===== src/rtl/hazard_pkg.sv =====
`default_nettype none
// ============================================================================
// Module   : hazard_pkg
// Brief    : Shared types and constants for the load-use hazard unit.
// Revision : 1.0 - initial release
// ============================================================================
package hazard_pkg;

   // Register address width of the host pipeline.
   localparam int SB_REG_AW = 5;

   typedef logic [SB_REG_AW-1:0] reg_addr_t;

   // One in-flight load tracked by the scoreboard.
   typedef struct packed {
      logic      valid;
      reg_addr_t rd;
   } sb_entry_t;

   // Architectural zero register: never produces a hazard.
   localparam reg_addr_t ZERO_REG = '0;

endpackage
`default_nettype wire


===== src/rtl/hazard_sb_match.sv =====
`default_nettype none
// ============================================================================
// Module   : hazard_sb_match
// Brief    : Compares one scoreboard entry against the rs/rt operands of the
//            instruction in ID. Purely combinational.
// Revision : 1.0 - initial release
// ============================================================================
module hazard_sb_match
   import hazard_pkg::*;
#(
   parameter int REG_AW = SB_REG_AW
) (
   input  logic              valid,
   input  logic [REG_AW-1:0] rd,
   input  logic [REG_AW-1:0] rs,
   input  logic [REG_AW-1:0] rt,
   input  logic              rs_used,
   input  logic              rt_used,
   output logic              hit
);

   localparam logic [REG_AW-1:0] ZERO_ADDR = REG_AW'(ZERO_REG);

   logic rd_live;
   logic rs_match;
   logic rt_match;

   // A load writing the zero register produces nothing to wait for.
   assign rd_live  = valid && (rd != ZERO_ADDR);
   assign rs_match = rs_used && (rd == rs);
   assign rt_match = rt_used && (rd == rt);
   assign hit      = rd_live && (rs_match || rt_match);

endmodule
`default_nettype wire


===== src/rtl/hazard_unit_sb.sv =====
`default_nettype none
// ============================================================================
// Module   : hazard_unit_sb
// Brief    : Load-use hazard unit with a LOAD_LAT-deep shift scoreboard of
//            in-flight loads, taken-branch flush and data-memory freeze.
//            Optional macro HAZARD_PERF_EN adds a saturating stall counter;
//            without it stall_cnt_o is tied to zero.
// Revision : 1.0 - initial release
// ============================================================================
module hazard_unit_sb
   import hazard_pkg::*;
#(
   parameter int REG_AW   = 5,
   parameter int LOAD_LAT = 1,
   parameter int CNT_W    = 16
) (
   input  logic              clk_i,
   input  logic              rst_i,
   input  logic [REG_AW-1:0] ifid_rs_i,
   input  logic [REG_AW-1:0] ifid_rt_i,
   input  logic              ifid_rs_used_i,
   input  logic              ifid_rt_used_i,
   input  logic              ifid_valid_i,
   input  logic              ifid_memread_i,
   input  logic [REG_AW-1:0] ifid_rd_i,
   input  logic              branch_taken_i,
   input  logic              dmem_busy_i,
   output logic              pc_write_o,
   output logic              ifid_write_o,
   output logic              ctrl_sel_o,
   output logic              ifid_flush_o,
   output logic              pipe_hold_o,
   output logic [CNT_W-1:0]  stall_cnt_o
);

   // Entry k describes the load currently sitting in EX+k.
   logic [LOAD_LAT-1:0] sb_valid;
   logic [REG_AW-1:0]   sb_rd [LOAD_LAT];
   logic [LOAD_LAT-1:0] entry_hit;

   logic hit;
   logic freeze;
   logic flush;
   logic stall;
   logic load_issue;

   for (genvar k = 0; k < LOAD_LAT; k++) begin : g_match
      hazard_sb_match #(
         .REG_AW (REG_AW)
      ) u_match (
         .valid   (sb_valid[k]),
         .rd      (sb_rd[k]),
         .rs      (ifid_rs_i),
         .rt      (ifid_rt_i),
         .rs_used (ifid_rs_used_i),
         .rt_used (ifid_rt_used_i),
         .hit     (entry_hit[k])
      );
   end

   assign hit    = |entry_hit;
   assign freeze = dmem_busy_i;
   assign flush  = branch_taken_i && !freeze;
   assign stall  = hit && !freeze && !flush;

   // A stalled or squashed load stays out of the scoreboard; it is
   // re-evaluated (or discarded) while it still sits in ID.
   assign load_issue = ifid_valid_i && ifid_memread_i && !hit && !branch_taken_i;

   // Pipeline control decode: freeze beats flush, flush beats stall.
   always_comb begin
      pc_write_o   = 1'b1;
      ifid_write_o = 1'b1;
      ctrl_sel_o   = 1'b0;
      ifid_flush_o = 1'b0;
      pipe_hold_o  = 1'b0;
      if (freeze) begin
         pc_write_o   = 1'b0;
         ifid_write_o = 1'b0;
         pipe_hold_o  = 1'b1;
      end else if (flush) begin
         ifid_flush_o = 1'b1;
         ctrl_sel_o   = 1'b1;
      end else if (stall) begin
         pc_write_o   = 1'b0;
         ifid_write_o = 1'b0;
         ctrl_sel_o   = 1'b1;
      end
   end

   // Scoreboard shift: advances one stage on every edge not frozen by memory.
   always_ff @(posedge clk_i or posedge rst_i) begin
      if (rst_i) begin
         sb_valid <= '0;
         for (int k = 0; k < LOAD_LAT; k++) begin
            sb_rd[k] <= '0;
         end
      end else if (!freeze) begin
         sb_valid[0] <= load_issue;
         sb_rd[0]    <= ifid_rd_i;
         for (int k = 1; k < LOAD_LAT; k++) begin
            sb_valid[k] <= sb_valid[k-1];
            sb_rd[k]    <= sb_rd[k-1];
         end
      end
   end

`ifdef HAZARD_PERF_EN
   logic [CNT_W-1:0] stall_cnt;

   // Saturating count of load-use stall cycles (freeze/flush excluded).
   always_ff @(posedge clk_i or posedge rst_i) begin
      if (rst_i) begin
         stall_cnt <= '0;
      end else if (stall && (stall_cnt != '1)) begin
         stall_cnt <= stall_cnt + CNT_W'(1);
      end
   end

   assign stall_cnt_o = stall_cnt;
`else
   assign stall_cnt_o = '0;
`endif

endmodule
`default_nettype wire


===== config.mk =====
export PLATFORM = sky130hd
export DESIGN_NAME = hazard_unit_sb
export DESIGN_NICKNAME = d
export VERILOG_FILES = /design/src/rtl/hazard_pkg.sv /design/src/rtl/hazard_sb_match.sv /design/src/rtl/hazard_unit_sb.sv
export SDC_FILE = /design/constraint.sdc
export NUM_CORES = 1
export LEC_CHECK = 0
export CAP_MARGIN = 0
export CORE_MARGIN = 2
export CORE_UTILIZATION = 34
export CTS_CLUSTER_DIAMETER = 50
export CTS_CLUSTER_SIZE = 30
export DETAILED_ROUTE_END_ITERATION = 16
export MAX_ROUTING_LAYER = met4
export PLACE_DENSITY_LB_ADDON = 0.12
export SYNTH_ARGS = -nofsm -noshare
export SYNTH_HDL_FRONTEND = slang
export SYNTH_SLANG_ARGS = --single-unit
export TNS_END_PERCENT = 1

===== constraint.sdc =====
create_clock -name clk_i -period 2.9 [get_ports clk_i]
set_input_delay 0.29 -clock clk_i [delete_from_list [all_inputs] [get_ports clk_i]]
set_output_delay 0.29 -clock clk_i [all_outputs]
set_load 0.02 [all_outputs]

==> flow_summary_export.csv <==
group,metric,value,unit
outcome,status,"finished, final reports clean",
yosys,ys_seq_area_share,27.8,%
clock_tree,clk_latency,240,ps
critical_path,arrival,2250,ps
floorplan,num_rows,14,
clock_tree,cts_tree,"yes",
sta,layout_min_cycle_time,2540,ps
yosys,synth_top_area_share,27.8,%
floorplan,core-area,0.00151,mm²
global_routing,antenna_found_initial,0,
clock_tree,cts.clk_slew.worst_paths,40,ps
global_routing,gr-total-overflow,0,
clock_tree,cts_buffers,3,
global_routing,grt_pass1_wl,1690,µm
sta,slew_viol_final,0,
job,drv_cap,0,
power_and_ir_drop,cellPowerDensity,367,mW/mm²
min_path,min_path_type,"in -> async",
yosys,synth_cell_types,19,
sta,report.final.setup_viol,0,
layout,final_common_cell,"clkdlybuf4s50_1",
sta,fin_skew,1.18,ps
detailed_routing,via_per_inst,4.41,
layout,n_fill_cell,155,
yosys,ys_warn_count,0,
yosys,avgSynthCellArea,9.16,µm²
critical_path,worstSetupPathType,"reg -> out",
clock_tree,hold_buffers,0,
clock_tree,clock_path_buffers,2,
detailed_routing,drtAntennaViolNets,0,
global_routing,grt_max_degree,13,
critical_path,critPathLaunchType,"flip-flop",
yosys,syn_area,541,µm²
power_and_ir_drop,total_power,0.281,mW
detailed_routing,routed_wl,1030,µm
critical_path,cp_max_fo,4,
sta,timing.final.crit_share,87.5,%
yosys,syn_inst,59,
critical_path,worst_setup_path_end_kind,"primary output",
global_routing,grt_use_total,12.3,%
layout,drive_gt1_share,10.6,%
layout,stdcell_count,101,
floorplan,design.die.area,0.00192,mm²
power_and_ir_drop,p_leak,0.321,nW
yosys,yosys.area.top_type,"dfrtp_1",
layout,multi_input_area,300,µm²
layout,ff_latch_area,150,µm²
layout,fin_nets,110,
sta,tns,0,ps
global_routing,grt_pass1_vias,407,
clock_tree,clk_root_buffer_cell,"clkbuf_4",
layout,layout_common_cells,"clkdlybuf4s50_1, conb_1, xnor2_1, dfrtp_1, mux2_2",
power_and_ir_drop,ir_drop,239,µV
clock_tree,cts_resized,0,
floorplan,fp.dieW,43.9,µm
detailed_routing,drt_drc_violations_left,0,
layout,n_antenna_cell,0,
detailed_routing,vias,445,
sta,hold_viol,0,
place,dp_cells,98,
yosys,ys_ff_latch,6,
detailed_routing,dr.pass1.iters,2,
clock_tree,htree_levels,1,
clock_tree,cts_sinks,6,
sta,max_freq,394,MHz
critical_path,cp.required,2610,ps
floorplan,die_h,43.9,µm
place,gp_congestion,0.762,
clock_tree,post_cts_buffers,0,
floorplan,ioPinCount,44,
layout,syn_to_final_growth,41.9,%
detailed_routing,wl_per_cell,10.2,µm
sta,rsz0062_at_grt,"false",
detailed_routing,drtIter0Drc,1,
place,io_buffers,27,
floorplan,initial_utilization,35.9,%
yosys,synth_area_leaders,"dfrtp_1, buf_4, xnor2_1",
logic make-up (layout without fill, tap and decap cells):
| logic type | after synthesis | count (layout) | share of synthesized area (%) |
|---|---|---|---|
| XOR/XNOR | 10 | 10 | 16.2 |
| AO/OA/AOI/OAI | 6 | 6 | 7.41 |
| flip-flops | 6 | 6 | 27.8 |
| multiplexers | 5 | 5 | 10.4 |
| buffers and inverters | 20 | 31 | 27.1 |
| AND/OR/NAND/NOR | 11 | 11 | 10.4 |
| other | 1 | 16 | 0.694 |
where the power goes:
group	internal, mW	switching (mW)
Combinational	0.0564	0.0463
Sequential	0.0925	0.0113
Clock	0.0467	0.0283
through the flow:
| step | util [%] | setup WS, ps | area [µm²] | hold WS, ps |
|---|---|---|---|---|
| after global placement | 49.4 | 568 | 744 | 520 |
| after floorplan | - | 845 | 597 | 81.0 |
| after global routing | 50.9 | 264 | 767 | 281 |
| after detailed placement | 49.4 | 590 | 744 | 524 |
| final | 50.9 | 361 | 767 | 262 |
| after CTS | 50.9 | 330 | 767 | 262 |
Yosys cell counts:
library cell,count
nand4_1,2
o21ai_2,1
a21o_1,1
xnor2_1,10
a21oi_1,1
nor2_1,2
inv_1,1
dfrtp_1,6
buf_4,19
mux2_2,5
conb_1,1
o21ai_0,1
nor3_1,1
a22oi_1,1
o22ai_1,1
nor2b_1,1
or3_1,1
or4_1,1
nand2_1,3
path summary, 6_finish.rpt:
kind,start,to,slack [ps],cells after the start
worst max-delay path,sb_rd[3],ifid_write_o,360,5
worst min-delay path,rst_i,sb_rd[1],260,2
worst max register to register,sb_rd[3],sb_valid,1500,4
worst min register to register,sb_valid,sb_valid,550,2
max in group asynchronous,rst_i,sb_rd[2],2450,2
min in group clk_i,sb_valid,sb_valid,550,2
cell type report:
class                      instances  area share [%]
timing repair buffer              27            35.2
clock buffer                       3            2.94
tap                               16            2.61
inverter                           1           0.489
sequential                         6            19.6
multi-input combinational         48            39.2
routing by layer:
layer	share of wire, %	up-vias	global-route usage [%]
met4	0.58	0	7.27
met5	0	-	-
met2	46	27	19.4
met1	43	201	13.8
li1	-	215	-
met3	10	2	3.33
registers in the layout, summed over array words and instances, names as in the netlist:
register	flops
sb_rd	5
sb_valid	1
critical path, stage by stage, from the launching register on:
cell             delay, ps
dfrtp_1                420
or4_1                  550
o21ai_2                170
nor2_1                  60
a21oi_1                170
clkdlybuf4s50_1        640
Power figures use the tool's default switching activity.
